$ cat src/rtl/freq_meter.sv
`timescale 1ns/1ps
// Gated frequency meter: counts rising edges of an asynchronous input over a
// fixed gate window and reports the count as four BCD digits with overflow.
module freq_meter #(
    parameter int GATE_CYCLES = 100000000
) (
    input  logic       clk_100MHz,
    input  logic       rst,
    input  logic       sig_in,
    output logic [3:0] D3,
    output logic [3:0] D2,
    output logic [3:0] D1,
    output logic [3:0] D0,
    output logic       OVF,
    output logic       Valid
);

    localparam int GW = $clog2(GATE_CYCLES);
    localparam logic [GW-1:0] GATE_LAST = GW'(GATE_CYCLES - 1);

    logic          sync1_r;
    logic          sync2_r;
    logic          hist_r;
    logic [1:0]    prime_r;
    logic          armed_r;
    logic [GW-1:0] gate_cnt_r;
    logic [15:0]   bcd_r;
    logic          sticky_r;
    logic [15:0]   d_r;
    logic          ovf_r;
    logic          valid_r;

    logic          edge_s;
    logic          terminal_s;
    logic [15:0]   count_next_s;
    logic          sat_hit_s;

    // Four-digit cascaded BCD increment; a digit rolls 9->0 and carries upward.
    function automatic logic [15:0] bcd_inc(input logic [15:0] value);
        logic [15:0] result;
        logic        carry;
        result = value;
        carry  = 1'b1;
        for (int i = 0; i < 4; i++) begin
            if (carry) begin
                if (value[4*i +: 4] == 4'd9) begin
                    result[4*i +: 4] = 4'd0;
                end else begin
                    result[4*i +: 4] = value[4*i +: 4] + 4'd1;
                    carry            = 1'b0;
                end
            end else begin
                result[4*i +: 4] = value[4*i +: 4];
            end
        end
        return result;
    endfunction

    // Synchronizer, history flop and arming: an edge needs a genuinely sampled low first.
    always_ff @(posedge clk_100MHz or negedge rst) begin
        if (!rst) begin
            sync1_r <= 1'b0;
            sync2_r <= 1'b0;
            hist_r  <= 1'b0;
            prime_r <= 2'b00;
            armed_r <= 1'b0;
        end else begin
            sync1_r <= sig_in;
            sync2_r <= sync1_r;
            hist_r  <= sync2_r;
            prime_r <= {prime_r[0], 1'b1};
            armed_r <= armed_r | (prime_r[1] & ~sync2_r);
        end
    end

    assign edge_s     = sync2_r & ~hist_r & armed_r;
    assign terminal_s = (gate_cnt_r == GATE_LAST);

    // Next BCD count for this cycle, saturating at 9999.
    always_comb begin
        count_next_s = bcd_r;
        sat_hit_s    = 1'b0;
        if (edge_s) begin
            if (bcd_r == 16'h9999) begin
                sat_hit_s = 1'b1;
            end else begin
                count_next_s = bcd_inc(bcd_r);
            end
        end else begin
            count_next_s = bcd_r;
        end
    end

    // Free-running gate counter defining back-to-back windows.
    always_ff @(posedge clk_100MHz or negedge rst) begin
        if (!rst) begin
            gate_cnt_r <= '0;
        end else if (terminal_s) begin
            gate_cnt_r <= '0;
        end else begin
            gate_cnt_r <= gate_cnt_r + GW'(1);
        end
    end

    // Window accumulation; the terminal cycle's edge closes into the reported result.
    always_ff @(posedge clk_100MHz or negedge rst) begin
        if (!rst) begin
            bcd_r    <= 16'h0000;
            sticky_r <= 1'b0;
            d_r      <= 16'h0000;
            ovf_r    <= 1'b0;
            valid_r  <= 1'b0;
        end else if (terminal_s) begin
            bcd_r    <= 16'h0000;
            sticky_r <= 1'b0;
            d_r      <= count_next_s;
            ovf_r    <= sticky_r | sat_hit_s;
            valid_r  <= 1'b1;
        end else begin
            bcd_r    <= count_next_s;
            sticky_r <= sticky_r | sat_hit_s;
            valid_r  <= 1'b0;
        end
    end

    assign D3    = d_r[15:12];
    assign D2    = d_r[11:8];
    assign D1    = d_r[7:4];
    assign D0    = d_r[3:0];
    assign OVF   = ovf_r;
    assign Valid = valid_r;

endmodule

$ cat config.mk
export PLATFORM = sky130hd
export DESIGN_NAME = freq_meter
export DESIGN_NICKNAME = d
export VERILOG_FILES = /design/src/rtl/freq_meter.sv
export SDC_FILE = /design/constraint.sdc
export NUM_CORES = 1
export LEC_CHECK = 0
export ABC_AREA = 1
export CORE_MARGIN = 3
export CORE_UTILIZATION = 50
export CTS_BUF_LIST = sky130_fd_sc_hd__clkbuf_4 sky130_fd_sc_hd__clkbuf_8
export DETAILED_ROUTE_END_ITERATION = 16
export PLACE_DENSITY = 0.71
export SETUP_SLACK_MARGIN = 0.5
export SKIP_CTS_REPAIR_TIMING = 1
export SLEW_MARGIN = 20
export SYNTH_ARGS = -nofsm -noshare
export SYNTH_HDL_FRONTEND = slang
export SYNTH_SLANG_ARGS = --single-unit
export TNS_END_PERCENT = 20
$ cat constraint.sdc
create_clock -name clk_100MHz -period 1.6 [get_ports clk_100MHz]
set_input_delay 0.32 -clock clk_100MHz [delete_from_list [all_inputs] [get_ports clk_100MHz]]
set_output_delay 0.32 -clock clk_100MHz [all_outputs]
set_load 0.1 [all_outputs]
# Word level (Yosys, flattened, before mapping)
# Index checks and enable logic that the tools add are counted.
# classes
addsub	5
multipliers	0
div_mod_pow	0
magnitude_cmp	0
n_eq_ne	6
shifts	0
mux	26
bitwise_logic	7
n_reduce_logical	0
# op_table
operator	n
16-bit two-way mux	3
4-bit two-way mux	7
27-bit by 1-bit adder with 27-bit output, second input constant	1
27-bit == test, second input constant	1
27-bit two-way mux	1
4-bit by 1-bit adder with 4-bit output, second input constant	4
16-bit == test, second input constant	1
4-bit == test, second input constant	4
1-bit two-way mux	15
1-bit AND	3
1-bit inverter	2
1-bit bitwise OR	2
# totals
ff_bits	68
latchBits	0
ramBits	0
mem_bits_ro	0
inputBits	3
wordCells	55
mem_count	0

# Longest topological paths before layout
# Gate-level depths: netlist of run 1.
# depth
word_depth	14
mapped_depth	11

# Worst setup path after synthesis of run 1
# No wires, ideal clock.
# synth_timing
path_kind	reg2reg
start	register gate_cnt_r[0]
end	register d_r[15]
arrival_ns	1.411
required_time_ns	1.480
slack_ns	0.069
path_stages_with_launch	11
path_buffers	1
synth_period_minus_slack_ns	1.531
cell_sequence	dfrtp_1 -> ha_1 -> nand3_4 -> clkinv_2 -> nand2_4 -> inv_4 -> nand4_4 -> clkinv_4 -> buf_8 -> nand2_1 -> nand2_1
# synth_between
elab_chain_cells	1
# synth_lines
element	line	text
from (decl)	26	logic [GW-1:0] gate_cnt_r;
from (signal assigned)	101	gate_cnt_r <= gate_cnt_r + GW'(1);
27-bit == test	77	assign terminal_s = (gate_cnt_r == GATE_LAST);
via terminal_s	34	logic terminal_s;
to (signal assigned)	116	d_r <= count_next_s;
to (decl)	29	logic [15:0] d_r;
# The timed path passes the listed nets, and every way through them passes these cells.
# A chain may end at the register's enable or synchronous reset.

# Worst setup path after layout of run 1
# layout_timing
start	register gate_cnt_r[1]
end	register d_r[1]
# layout_between
elab_chain_cells	1
# layout_lines
element	line
27-bit == test	77
# No other way between the ends.

==> results of run 1 <==
-- power by group --
| group | total, mW | leakage (nW) | switching [mW] | internal (mW) |
|---|---|---|---|---|
| registers | 1.87 | 0.902 | 0.0809 | 1.79 |
| clock network | 1.49 | 0.106 | 0.674 | 0.818 |
| logic | 0.568 | 1.43 | 0.345 | 0.223 |
| total | 3.93 | 2.44 | 1.10 | 2.83 |
-- stage by stage --
stage                     setup TNS, ps  power [mW]  setup WS, ps  instance area (um^2)  std cells
after floorplan                       0        2.14           162                  3600        481
after global placement             -134        2.25          -132                  4220        611
after global routing               -343        4.10         -73.4                  5090        658
after detailed placement          -71.8        2.28         -69.3                  4220        611
final                                 0        3.93          45.9                  5090        658
after CTS                         -87.2        3.75         -79.3                  4430        627
-- worst max-delay path, cell delays in order (launching register included) --
cell,delay (ps)
dfrtp_1,410
ha_4,170
nand3_4,90
clkinv_4,80
nand2_8,60
inv_8,70
nand4_4,200
clkbuf_16,250
o21ai_1,140
-- routing by layer --
layer	global-route usage	wire (um)
met1	0.301	4270
met2	0.348	4990
met3	0.0367	574
met4	0.0804	135
met5	0	0
-- registers in the layout (all words and copies together), names as in the netlist --
name and flops:
OVF 1, Valid 1, armed_r 1, bcd_r 16, d_r 16, gate_cnt_r 27
hist_r 1, prime_r 2, sticky_r 1, sync1_r 1, sync2_r 1
-- path summary, 6_finish.rpt --
path / slack, ps / from / endpoint
max in group asynchronous: 1320 / rst / gate_cnt_r[3]
min in group clk_100MHz: 350 / prime_r[0] / prime_r[1]
min reg2reg: 350 / prime_r[0] / prime_r[1]
max: 50 / gate_cnt_r[1] / d_r[1]
min: -20 / rst / d_r[0]
max reg2reg: 50 / gate_cnt_r[1] / d_r[1]
-- cells in the mapped netlist (2+ instances only) --
cell     instances  area [um^2]
buf_6            3         33.8
or2_2            2         12.5
nor3_1          11         55.1
nor2_4           2         22.5
xor2_1          11         96.3
o21ai_1          4         20.0
nor2_2           4         25.0
nand4_1          7         43.8
nand2_1        167          627
xnor2_1          4         35.0
nand3_1         34          170
o21ai_0         17         85.1
dfrtp_1         68         1700
inv_1           55          206
buf_2            2         10.0
nor2_1          63          236
a21oi_1         14         70.1
-- cell families after synthesis --
group           count (synthesis)  synth area share
fa+ha+maj                       1           0.00350
flops                          68             0.476
xor+xnor                       15            0.0367
simple gates                  294             0.349
buf+inv                        65            0.0808
other cells                     1           0.00105
compound gates                 37            0.0528
-- area by class of cell --
cell class | count | area, um^2 | area share
Clock buffer | 12 | 159 | 0.0312
Clock inverter | 4 | 47.5 | 0.00933
Tap cell | 96 | 120 | 0.0236
Timing Repair Buffer | 71 | 888 | 0.174
Inverter | 59 | 241 | 0.0474
Sequential cell | 68 | 1710 | 0.335
Multi-Input combinational cell | 348 | 1930 | 0.379
==> impl_summary.txt, run 1 <==
----------------------------------------------------
[Setup path]
  Worst reg2reg path depth ... 8
  Critical path capture point type ... flip-flop
  Startpoint Class ... flip-flop
  Start-to-end type of the worst setup path ... reg2reg
  Maximum fanout count along the critical path ... 9
  CP required ... around 1900 ps
  CP Data Arrival Time ... 1810 ps

[Layout]
  Count of filler cells inserted in the layout ... 495
  Most common library cell in the layout ignoring fill and taps ... nand2_1
  Leading cell types in the layout, fill and taps excluded ... nand2_1, dfrtp_1, nor2_1
  Fraction of final layout cells sized beyond drive strength 1 ... 0.331
  Util after Layout ... 0.742
  Signed area change from the synthesized netlist to the final layout ... 42.5%
  Count of inserted antenna diode cells ... 0
  Net total in the final layout ... 561

[Synth]
  Fraction of the yosys area taken by sequential cells ... 0.476
  Warnings, synthesis ... 0
  Register bit total from synthesis ... 68
  Cell area after synthesis ... 3580 um^2
  Number of distinct standard cells referenced by the synthesized netlist ... 30
  Instance count of the mapped netlist ... 481
  Mapped Nets ... 485
  Post-Synthesis Mean Instance Area ... around 7.4 um^2
  Number of enable-type register cells in the synthesized netlist ... 0
  Ys flop type ... dfrtp_1
  Asr flop ratio synth ... 1.00

[Route]
  Overall via count from detail_route ... 3429
  Average detailed-routed wire length per instance ... 15.2 um
  Final wirelength ... 9970 um
  Count of nets left with antenna violations after detail routing ... 0
  Initial drt markers ... 233
  # DRC ... 0
  Count of TritonRoute iterations in the first routing pass ... 5
  Routed vias/inst ... around 5.2

[CTS]
  CTS tree ... done
  Clock latency of the later-clocked register in the worst-skew pair ... ~350 ps
  Clock transition at the registers of the reported paths ... roughly 80 ps
  CTS root buffer ... clkbuf_8
  Maximum level of the CTS H-tree ... 3
  CTS Buffer Depth ... 2
  Total clock sinks ... 68
  Number of buffers added by the clock tree synthesis step ... 9

[Floorplan]
  Initial Utilization ... 0.521
  # rows ... 30
  Die Height ... 90.6 um
  Die X ... slightly above 90 um
  Core Box Area ... 6870 um^2
  IO Pins ... 21
  Total Die Area ... 8200 um^2

[GRT]
  Global-route usage over all layers ... 0.219
  Via count of the first global-routing pass ... 3066
  Antenna violations before repair ... 0
  Pin count of the biggest net entering global routing ... 69
  Total gr overflow ... 0
  Global-route wire length before repair ... 14400 um

[STA]
  Minimum clock period ... 1550 ps
  Max-slew violation total from the final report ... 0
  Fmax achieved ... 643 MHz
  Hold WS ... -16.0 ps
  Worst clock skew ... ~15 ps
  Setup Viol. Count Final ... 0
  RSZ-0062 raised after global routing ... yes
  Final clock period utilization by the worst path ... 0.971
  Final hold violation count ... 41

[Placement]
  Number of buffers added on ports ... 20
  Final GP Congestion ... 0.932
  Detailed placement HPWL ... 6110 um

[Power and ir drop]
  Worst VDD drop ... 0.000466 V
  Power density cells ... 771 nW/um^2
  Leak Pwr ... between 2 and 2.5 nW

[Outcome]
  Violated checks ... negative hold slack
  Run status ... complete, but fails checks

[Min path]
  Type of the most critical hold path ... in2async

[Run]
  Max-capacitance violation count ... 0

----------------------------------------------------
No activity file was read; power rests on OpenSTA's default activity.
==> run 2: changes to the inputs <==
- HOLD_SLACK_MARGIN: unset -> 0.02
==> run 2 against run 1 <==
  * The run now ends clean
  * Die area stayed put
  * Sequential power about the same
  * Global-route usage is the same
  * Critical path type unchanged
==> impl_summary.txt, run 2 (synthesized netlist as in run 1, its figures left out) <==
----------------------------------------------------
[Route]
  Average detailed-routed wire length per instance ... 15.2 um (about the same)
  Final wirelength ... 10000 um (was 9970 um)
  # DRC ... 0 (unchanged)
  Initial drt markers ... 244 (was 233)
  Count of nets left with antenna violations after detail routing ... 0 (unchanged)
  Routed vias/inst ... 5.23 (was 5.21)
  Count of TritonRoute iterations in the first routing pass ... 5 (unchanged)
  Overall via count from detail_route ... 3446 (was 3429)

[Setup path]
  Slowest cell on crit path ... dfrtp_1 (unchanged)
  Chain of cells forming the critical path ... buf_4 > nand2_1 > nor2_2 > nand4_1 > nor2_4 > nand2_2 > xor2_1 > inv_1 (was ha_4 > nand3_4 > clkinv_4 > nand2_8 > inv_8 > nand4_4 > clkbuf_16 > o21ai_1)
  Start-to-end type of the worst setup path ... reg2reg (unchanged)
  CP required ... 1840 ps (was 1860 ps)
  Crit path largest cell delay ... 410 ps (about the same)
  Critical path capture point type ... flip-flop (unchanged)
  Startpoint Class ... flip-flop (unchanged)
  CP Data Arrival Time ... 1790 ps (was 1810 ps)
  Maximum fanout count along the critical path ... 4 (was 9)
  Buf/Inv on CP ... 2 (was 3)
  Kind of cell adding the most delay to the critical path ... simple AND/OR/NAND/NOR gates (was flip-flops)

[CTS]
  Total clock sinks ... 68 (unchanged)
  CTS Buffer Depth ... 2 (unchanged)
  Maximum level of the CTS H-tree ... 3 (unchanged)
  Number of buffers added by the clock tree synthesis step ... 9 (unchanged)
  CTS tree ... done (unchanged)
  Clock latency of the later-clocked register in the worst-skew pair ... 350 ps (about the same)
  CTS root buffer ... clkbuf_8 (unchanged)
  Clock transition at the registers of the reported paths ... 70 ps (was 80 ps)

[Floorplan]
  Initial Utilization ... 0.521 (unchanged)
  Total Die Area ... 8200 um^2 (unchanged)
  # rows ... 30 (unchanged)
  IO Pins ... 21 (unchanged)
  Core Box Area ... 6870 um^2 (unchanged)
  Die Height ... 90.6 um (unchanged)
  Die X ... 90.6 um (unchanged)

[Layout]
  Leading cell types in the layout, fill and taps excluded ... nand2_1, dfrtp_1, nor2_1 (unchanged)
  Most common library cell in the layout ignoring fill and taps ... nand2_1 (unchanged)
  Final Cell Area ... 5100 um^2 (was 5090 um^2)
  Count of filler cells inserted in the layout ... 494 (was 495)
  Net total in the final layout ... 562 (was 561)
  Top flop regs ... gate_cnt_r (27), bcd_r (16), d_r (16) (unchanged)
  Flip-flop count of the largest register, all copies and words added ... 27 (unchanged)
  Signed area change from the synthesized netlist to the final layout ... 42.8% (was 42.5%)
  Number of cells in the finished layout apart from fillers ... 659 (was 658)
  Count of inserted antenna diode cells ... 0 (unchanged)
  Largest reg by FF count ... gate_cnt_r (unchanged)
  Fraction of final layout cells sized beyond drive strength 1 ... 0.330 (was 0.331)

[GRT]
  Via count of the first global-routing pass ... 3066 (unchanged)
  Global-route wire length before repair ... 14400 um (unchanged)
  Total gr overflow ... 0 (unchanged)
  Antenna violations before repair ... 0 (unchanged)
  Global-route usage over all layers ... 0.219 (unchanged)
  Pin count of the biggest net entering global routing ... 69 (unchanged)

[Placement]
  Number of buffers added on ports ... 20 (unchanged)
  Detailed placement HPWL ... 6110 um (unchanged)
  Area after DPL ... 4220 um^2 (unchanged)
  Final GP Congestion ... 0.932 (unchanged)
  Placed cell count ... 611 (unchanged)

[Power and ir drop]
  Power density cells ... 768 nW/um^2 (was 771 nW/um^2)
  Worst VDD drop ... 0.000467 V (was 0.000466 V)
  Leak Pwr ... 2.44 nW (about the same)

[STA]
  RSZ-0062 raised after global routing ... yes (unchanged)
  Final hold violation count ... 0 (was 41)
  Final clock period utilization by the worst path ... 0.974 (was 0.971)
  Max-slew violation total from the final report ... 0 (unchanged)
  Minimum clock period ... 1560 ps (was 1550 ps)
  Setup Viol. Count Final ... 0 (unchanged)
  Fmax achieved ... 641 MHz (was 643 MHz)
  Worst clock skew ... 12.6 ps (was 15.5 ps)

[Min path]
  Type of the most critical hold path ... reg2reg (was in2async)

[Run]
  Max-capacitance violation count ... 0 (unchanged)

[Outcome]
  Run status ... finished, final reports clean (was complete, but fails checks)

----------------------------------------------------
-- run 2: cell types whose count changed in the layout (fill, tap and decap cells not counted) --
cell / delta
dlygate4sd3_1: +1
-- run 2: path summary, 6_finish.rpt --
check                              start              to  slack [ps]  cells after the start
max                        gate_cnt_r[8]  gate_cnt_r[17]          40                      8
min                           prime_r[0]      prime_r[1]         350                      0
max reg2reg                gate_cnt_r[8]  gate_cnt_r[17]          40                      8
min in group asynchronous            rst          d_r[3]         540                      3
max in group asynchronous            rst        bcd_r[5]         770                      3
min reg2reg                   prime_r[0]      prime_r[1]         350                      0
-- run 2: final cells by class --
type                       count  area, um^2  area share
clock buffer                  12         159      0.0311
clock inverter                 4        47.5     0.00931
inverter                      59         241      0.0473
multi-input combinational    348        1930       0.378
sequential                    68        1710       0.335
tap                           96         120      0.0235
timing repair buffer          72         898       0.176
-- run 2: metrics by stage --
step / setup WS [ps] / hold slack (ps) / util / power, mW / setup TNS, ps
after floorplan: 162 / 24.4 / - / 2.14 / 0
after global placement: -132 / 333 / 0.615 / 2.25 / -134
after detailed placement: -69.3 / 336 / 0.615 / 2.28 / -71.8
after CTS: -79.3 / -5.08 / 0.645 / 3.75 / -87.2
after global routing: -73.4 / 353 / 0.743 / 4.10 / -343
final: 40.9 / 350 / 0.743 / 3.92 / 0
-- run 2: power by group --
part	switching, mW	leakage, nW	internal [mW]
clock network	0.663	0.106	0.818
registers	0.0808	0.902	1.79
logic	0.347	1.43	0.224
-- run 2: per-layer routing --
layer	share of wire	wire, um	vias up	GRT usage
li1	-	-	1652	-
met1	0.43	4310	1643	0.301
met2	0.50	5030	139	0.348
met3	0.056	563	12	0.0367
met4	0.011	115	0	0.0804
met5	0	0	-	0
